`src/rtl/mult_seq_ctrl.sv`:
```
// Sequential shift-add unsigned multiplier controller.
// Drives an external adder one partial product per cycle; WIDTH+1 cycle latency.
module mult_seq_ctrl #(
    parameter int WIDTH = 32
) (
    input  logic             clk,
    input  logic             rst,
    input  logic             start,
    input  logic             abort,
    input  logic [WIDTH-1:0] op_a,
    input  logic [WIDTH-1:0] op_b,
    output logic             busy,
    output logic             done,
    output logic [WIDTH-1:0] hi,
    output logic [WIDTH-1:0] lo,
    output logic [WIDTH-1:0] add_a,
    output logic [WIDTH-1:0] add_b,
    output logic             add_ci,
    input  logic [WIDTH-1:0] add_s,
    input  logic             add_co
);

    localparam int CW = (WIDTH > 1) ? $clog2(WIDTH) : 1;
    localparam logic [CW-1:0] LAST = CW'(WIDTH - 1);

    typedef enum logic [1:0] {
        IDLE = 2'd0,
        RUN  = 2'd1,
        DONE = 2'd2
    } state_t;

    state_t           state;
    logic [CW-1:0]    cnt;
    logic [WIDTH-1:0] mcand;
    logic             run;

    assign run    = (state == RUN);
    assign add_a  = run ? hi : '0;
    assign add_b  = (run && lo[0]) ? mcand : '0;
    assign add_ci = 1'b0;

    always_ff @(posedge clk) begin
        if (rst) begin
            state <= IDLE;
            cnt   <= '0;
            hi    <= '0;
            lo    <= '0;
            mcand <= '0;
            busy  <= 1'b0;
            done  <= 1'b0;
        end else begin
            case (state)
                IDLE: begin
                    if (start) begin
                        hi    <= '0;
                        lo    <= op_b;
                        mcand <= op_a;
                        cnt   <= '0;
                        state <= RUN;
                        busy  <= 1'b1;
                    end
                end
                RUN: begin
                    if (abort) begin
                        hi    <= '0;
                        lo    <= '0;
                        cnt   <= '0;
                        state <= IDLE;
                        busy  <= 1'b0;
                    end else begin
                        // Carry-out lands in hi MSB so the product is never truncated
                        hi <= {add_co, add_s[WIDTH-1:1]};
                        lo <= {add_s[0], lo[WIDTH-1:1]};
                        if (cnt == LAST) begin
                            cnt   <= '0;
                            state <= DONE;
                            busy  <= 1'b0;
                            done  <= 1'b1;
                        end else begin
                            cnt <= cnt + 1'b1;
                        end
                    end
                end
                DONE: begin
                    state <= IDLE;
                    done  <= 1'b0;
                end
                default: begin
                    state <= IDLE;
                    busy  <= 1'b0;
                    done  <= 1'b0;
                end
            endcase
        end
    end

endmodule

```
`config.mk`:
```
export PLATFORM = sky130hd
export DESIGN_NAME = mult_seq_ctrl
export DESIGN_NICKNAME = d
export VERILOG_FILES = /design/src/rtl/mult_seq_ctrl.sv
export SDC_FILE = /design/constraint.sdc
export NUM_CORES = 1
export LEC_CHECK = 0
export BUFFER_PORTS_ARGS = -buffer_cell sky130_fd_sc_hd__buf_4
export CAP_MARGIN = 10
export CORE_UTILIZATION = 28
export DETAILED_ROUTE_END_ITERATION = 16
export SYNTH_ARGS = -nofsm -noshare
export SYNTH_HDL_FRONTEND = slang
export SYNTH_SLANG_ARGS = --single-unit
```
`constraint.sdc`:
```
create_clock -name clk -period 2.2 [get_ports clk]
set_clock_uncertainty 0.15 [all_clocks]
set_input_delay 0.22 -clock clk [delete_from_list [all_inputs] [get_ports clk]]
set_output_delay 0.22 -clock clk [all_outputs]
set_load 0.02 [all_outputs]
```
======== After elaboration in Yosys (flattened, before gate mapping) ========
Index checks and enable logic that the tools add are counted.
W data, S select, Z words.
storage, ports and cells
  latch bits .............................. 0
  output and inout port bits .............. 131
  register bits after elaboration ......... 105
  bits in read-only memories .............. 0
  memories kept ........................... 0
  logic and storage cells ................. 48
  bits in writable memories ............... 0
operators by class
  shifts and indexed selects .............. 0
  magnitude comparators ................... 0
  add/subtract/negate cells ............... 1
  div/mod/pow operators ................... 0
  mux-type cells .......................... 23
  reduce and logical (&&, ||, !) cells .... 8
  equality and inequality tests ........... 7
  multiply operators ...................... 0
  bitwise gates (word level) .............. 2
operators by type and width
  kind                   number
  $mux W32               6
  $pmux W32 S2           2
  $mux W5                3
  $pmux W5 S2            1
  $mux W2                3
  $reduce_and A2 Y1      3
  $reduce_and A3 Y1      2
  $add A5 B1 Y5 const B  1
  $eq A5 B5 Y1 const B   1
  $mux W1                5
  $ne A2 B2 Y1 const B   2
  $pmux W2 S2            1
  $ne A3 B2 Y1 const B   1
  $pmux W1 S3            1
  $eq A2 B1 Y1 const B   1
  $eq A2 B2 Y1 const B   1
  $logic_not A2 Y1       1
  $ne A2 B1 Y1 const B   1
  $not A1 Y1             2
  $pmux W1 S2            1
  $reduce_bool A2 Y1     1
  $logic_and A1 B1 Y1    1

======== Depth between registers and ports, before layout ========
  word-level depth ........................ 4
  mapped depth ............................ 6
  depth with buffers taken out ............ 6

======== Least setup slack after synthesis ========
OpenSTA, ideal clock, no wires.
  kind .................................... register -> register
  start ................................... reg cnt[0]
  end ..................................... reg cnt[2]
  path buffers ............................ 0
  arrival ................................. 1563 ps
  period minus slack after synthesis ...... 1804 ps
  cell stages (with the launch flop) ...... 6
  required time ........................... 1959 ps
  setup slack ............................. 396 ps
  setup time .............................. 91 ps
  cells stage by stage .................... dfxtp_1 -> ha_1 -> and3_1 -> ha_1 -> or4_1 -> a311oi_1
on the way
  longest elaborated chain between the ends .. 4
  elaborated cells on any way between the ends .. 5
  classes of those cells .................. add/sub (1); eq/ne (1); mux (3)
RTL lines
  item                                                  line    text
  start, declared                                       33      logic [CW-1:0] cnt;
  start signal, assigned                                80      cnt <= cnt + 1'b1;
  $add A5 B1 Y5 / $eq A5 B5 Y1 (equally long branches)  80, 74
  $mux W5 *                                             74      if (cnt == LAST) begin
  $mux W5 *                                             64      if (abort) begin
  $pmux W5 S2 *                                         52      case (state)
Mark *: on every way between the ends. The rest lies on a longest branch, timed or not.
A chain may end at the register's enable or synchronous reset.

======== Worst setup path after layout ========
  start ................................... reg state[0]
  end ..................................... out add_b[9]
on the way
  longest elaborated chain between the ends .. 3
RTL lines
  item                    line  text
  start, declared         32    state_t state;
  start signal, assigned  44    state <= IDLE;
  start signal, assigned  59    state <= RUN;
  start signal, assigned  68    state <= IDLE;
  $eq A2 B1 Y1            37    assign run = (state == RUN);
  $logic_and A1 B1 Y1     39    assign add_b = (run && lo[0]) ? mcand : '0;
  $mux W32                39
  end, declared           17    output logic [WIDTH-1:0] add_b,
Every way passes these cells.

==> impl_metrics.csv <==
group,metric,value,unit
clocking,clkLatencyLatePin,350,ps
logic_synthesis,synth-seq-cells,105,
global_route,grt_max_degree,72,
clocking,cts_tree,"built",
clocking,cts_post_setup_buffers_inserted,0,
clocking,cts_buffers,9,
pwr,p_sw,1.21,mW
floorplan,effective_utilization_at_floorplan,0.291,
logic_synthesis,netlist-cell-type-count,33,
final_layout,finish.utilization,0.471,
routing,routedWlPerCell,15.6,microns
sta,setup_slack,142,ps
sta,max_slew.worst_pin.slew,640,ps
logic_synthesis,largest_family_of_logic_cells_by_synthesized_area,"simple AND/OR/NAND/NOR gates",
sta,finalSetupViolations,0,
sta,max_clock_freq,486,MHz
final_layout,fillCellCount,1485,
final_layout,layout.area.seq,0.00210,sq mm
final_layout,multi_input_comb_area,0.00233,sq mm
floorplan,top_level_ports,232,
floorplan,core_area,0.0161,sq mm
floorplan,placementRows,46,
logic_synthesis,yosys.area_share.adder,0.00536,
final_layout,fin_nets,878,
status,status,"finished, final reports clean",
sta,timing.slew.headroom,0.572,
global_route,grtUsageTotal,0.175,
logic_synthesis,number_of_enable_flip_flop_cells_after_synthesis,0,
routing,post_drt_via_cell_ratio,4.85,
final_layout,drive_gt1_frac,0.384,
logic_synthesis,synth-seq-area-share,0.450,
sta,final.min_clock_period,2060,ps
placement,place_area,0.00658,sq mm
floorplan,die-height,131,microns
critical_path,critPathLaunchType,"register",
worst_hold_path,min_path_type,"input pin to register",
critical_path,timing.critical_path.mode_cell,"sky130_fd_sc_hd__buf_4",
clocking,h_tree_levels,3,
routing,drt_pre_antenna_iters,4,
clocking,clk_pin_slew_worst_paths,70,ps
logic_synthesis,fraction_of_the_mapped_netlist_area_in_compound_gates,0.189,
sta,hold_ws,21.6,ps
global_route,grt_antenna_before_repair,0,
logic_synthesis,synth_xor_area_frac,0,
critical_path,worstSetupEndpointType,"output pin",
final_layout,final_cells,995,
pwr,peakVddDrop,0.332,mV
floorplan,die-area,0.0172,sq mm
job,max-cap-violations,0,
placement,place_ws,236,ps
sta,share_of_the_clock_period_used_by_the_worst_path_after_layout,0.936,
logic_synthesis,synthDominantCellAreaShare,0.450,
critical_path,count_of_cells_along_the_worst_register_to_register_path,6,
critical_path,critical_path_start_end_classification,"register to output pin",
critical_path,worst-path-max-fanout,36,
critical_path,cpPeakStageDelay,430,ps
logic_synthesis,syn_inst,511,
placement,portBuffers,230,
final_layout,antenna_cells,0,
pwr,pwr_density_cell,648,mW/mm^2
routing,drt_first_iter_violations,197,
placement,placedCellCount,917,
routing,routed_wirelength,15.5,mm
global_route,grt_pass1_vias,4860,
logic_synthesis,synth_area_leaders,"sky130_fd_sc_hd__dfxtp_1 (45%), sky130_fd_sc_hd__o221a_2 (7.7%), sky130_fd_sc_hd__mux2i_1 (7.1%)",
routing,final_antenna_violating_net_count,0,
logic_synthesis,synth_top_flop_cell,"sky130_fd_sc_hd__dfxtp_1",
clocking,clk_path_buf_depth,2,
critical_path,worstPathRequired,1830,ps
placement,gpl.final_weighted_congestion,0.801,
sta,hold_viol,0,
final_layout,area_delta_synth_final,62.1,%
pwr,p_leak,3.51,nW
pwr,share_comb_of_total_power,0.180,
global_route,globalRoute.totalOverflow,0,
sta,timing.final.max_slew_violations,0,
floorplan,floorplan.die.width,131,microns
routing,drt_drc_violations_left,0,
clocking,cts-root-buf,"sky130_fd_sc_hd__clkbuf_16",
logic_synthesis,yosysWarningCount,0,
logic_synthesis,synth_simple_gate_area_frac,0.229,
sta,total_negative_setup_slack,0,ps
placement,hpwl_detailed,10.0,mm
logic_synthesis,yosys-mux-area-fraction,0.0708,
logic_synthesis,async_reset_ff_frac,0,
logic_synthesis,netlist_area_pre_place,0.00467,sq mm
routing,total_via_count_after_detailed_routing,4823,
sta,unrepaired_setup_endpoints_after_global_routing,"no",
critical_path,crit_arrival,1690,ps
logic_synthesis,mean_post_synth_cell_area,9.14,sq um
global_route,grt_first_pass_wirelength,24.5,mm
clocking,cts.sinks,105,
logic_synthesis,yosys.area.top_type,"sky130_fd_sc_hd__dfxtp_1",
logic_synthesis,synth.net_count,614,
final_layout,final_design_area_no_fill,0.00757,sq mm
pwr,power.share.clock,0.394,
critical_path,path_cells,"inv_2 -> nor2_4 -> buf_4 -> and3_1 -> buf_4",
pwr,seqPwrFrac,0.426,
critical_path,crit_path_top_delay_cell,"sky130_fd_sc_hd__dfxtp_2",
pwr,internal_power_consumption,3.69,mW
pwr,total_power,4.90,mW
worst_hold_path,min_delay_path_depth,3,
pwr,switching_part_of_the_total,0.248,
==> worst max-delay path: cells and delay by family (launching register included) <==
kind,cells,cell delay [ps]
buffers and inverters,3,580
DFF,1,430
and+or+nand+nor,2,340
==> worst paths after layout <==
path                                  end  startpoint  slack [ps]
worst max-delay path             add_b[9]    state[0]         140
worst max register to register     cnt[3]      cnt[0]         200
worst min register to register  mcand[31]   mcand[31]         340
worst min-delay path             mcand[4]     op_a[4]          20
==> cell families after synthesis <==
family,after synthesis
DFF,105
and+or+nand+nor,208
adders and majority gates,2
buffers and inverters,56
muxes,33
AOI/OAI and AO/OA,106
other,1
==> per-layer routing <==
metal / up-vias / routed length (microns) / global-route usage / part of all wire
li1: 2341 / - / - / -
met2: 190 / 7730 / 0.306 / 0.50
met3: 25 / 974 / 0.0440 / 0.063
met5: - / 0 / 0 / 0
met1: 2267 / 6450 / 0.205 / 0.42
met4: 0 / 339 / 0.0686 / 0.022
==> power by group through the flow <==
stage	Combinational (mW)	Sequential [mW]	Clock (mW)
6_report	0.883	2.09	1.93
5_1_grt	0.948	2.10	2.08
4_1_cts	0.884	2.08	1.99
3_5_place_dp	0.792	2.13	0
3_3_place_gp	0.774	2.12	0
2_1_floorplan	0.370	2.19	0
==> layout by cell type (no fill, tap or decap) <==
master,netlist,layout
sky130_fd_sc_hd__nor3_1,1,1
sky130_fd_sc_hd__o221a_2,32,32
sky130_fd_sc_hd__or4_1,1,1
sky130_fd_sc_hd__nor2_1,71,70
sky130_fd_sc_hd__a22oi_1,34,34
sky130_fd_sc_hd__o21ai_0,1,1
sky130_fd_sc_hd__and2_1,32,32
sky130_fd_sc_hd__dfxtp_1,105,104
sky130_fd_sc_hd__buf_4,7,241
sky130_fd_sc_hd__nor3b_4,0,1
sky130_fd_sc_hd__nand2_1,31,31
sky130_fd_sc_hd__nand2b_1,1,1
sky130_fd_sc_hd__o21bai_2,1,1
sky130_fd_sc_hd__o21ba_2,1,1
sky130_fd_sc_hd__clkbuf_1,28,1
sky130_fd_sc_hd__and3_1,34,34
sky130_fd_sc_hd__bufinv_16,0,4
sky130_fd_sc_hd__a41oi_1,1,1
sky130_fd_sc_hd__a21oi_1,2,2
sky130_fd_sc_hd__nor2b_1,32,32
sky130_fd_sc_hd__nor3b_2,1,1
sky130_fd_sc_hd__a311oi_1,2,2
sky130_fd_sc_hd__ha_1,2,2
sky130_fd_sc_hd__nor4b_4,1,1
sky130_fd_sc_hd__o22ai_1,31,31
sky130_fd_sc_hd__conb_1,1,1
sky130_fd_sc_hd__inv_2,2,2
sky130_fd_sc_hd__nor2_4,0,1
sky130_fd_sc_hd__a221oi_1,1,1
sky130_fd_sc_hd__nand3b_1,1,1
sky130_fd_sc_hd__dlygate4sd3_1,0,63
sky130_fd_sc_hd__clkinv_4,0,1
sky130_fd_sc_hd__dfxtp_2,0,1
sky130_fd_sc_hd__clkbuf_16,0,9
sky130_fd_sc_hd__nand3_1,1,1
sky130_fd_sc_hd__mux2i_1,33,33
sky130_fd_sc_hd__buf_12,0,3
==> flip-flops by register name, summed over array words and instances (netlist names) <==
register,cells
lo,32
mcand,32
state,2
done,1
busy,1
hi,32
cnt,5
==> timing repair <==
action	in CTS	in global routing
resized for setup	0	0
endpoints found under the hold margin	63	0
hold buffers	63	0
==> synth_stat cells, types with 7 or more instances <==
| cell | count |
|---|---|
| sky130_fd_sc_hd__o22ai_1 | 31 |
| sky130_fd_sc_hd__mux2i_1 | 33 |
| sky130_fd_sc_hd__nand2_1 | 31 |
| sky130_fd_sc_hd__nor2b_1 | 32 |
| sky130_fd_sc_hd__nor2_1 | 71 |
| sky130_fd_sc_hd__and2_1 | 32 |
| sky130_fd_sc_hd__buf_4 | 7 |
| sky130_fd_sc_hd__dfxtp_1 | 105 |
| sky130_fd_sc_hd__and3_1 | 34 |
| sky130_fd_sc_hd__a22oi_1 | 34 |
| sky130_fd_sc_hd__o221a_2 | 32 |
| sky130_fd_sc_hd__clkbuf_1 | 28 |
| sky130_fd_sc_hd__buf_2 | 14 |
==> cell type report <==
type / instances / share of cell area
clock buffers: 10 / 0.0303
clock inverters: 5 / 0.0170
inverters: 2 / 0.000992
multi-input cells: 350 / 0.308
flip-flops and latches: 105 / 0.278
well taps: 216 / 0.0357
repair buffers: 307 / 0.330
Note: power is estimated with default switching activity, not from simulation.
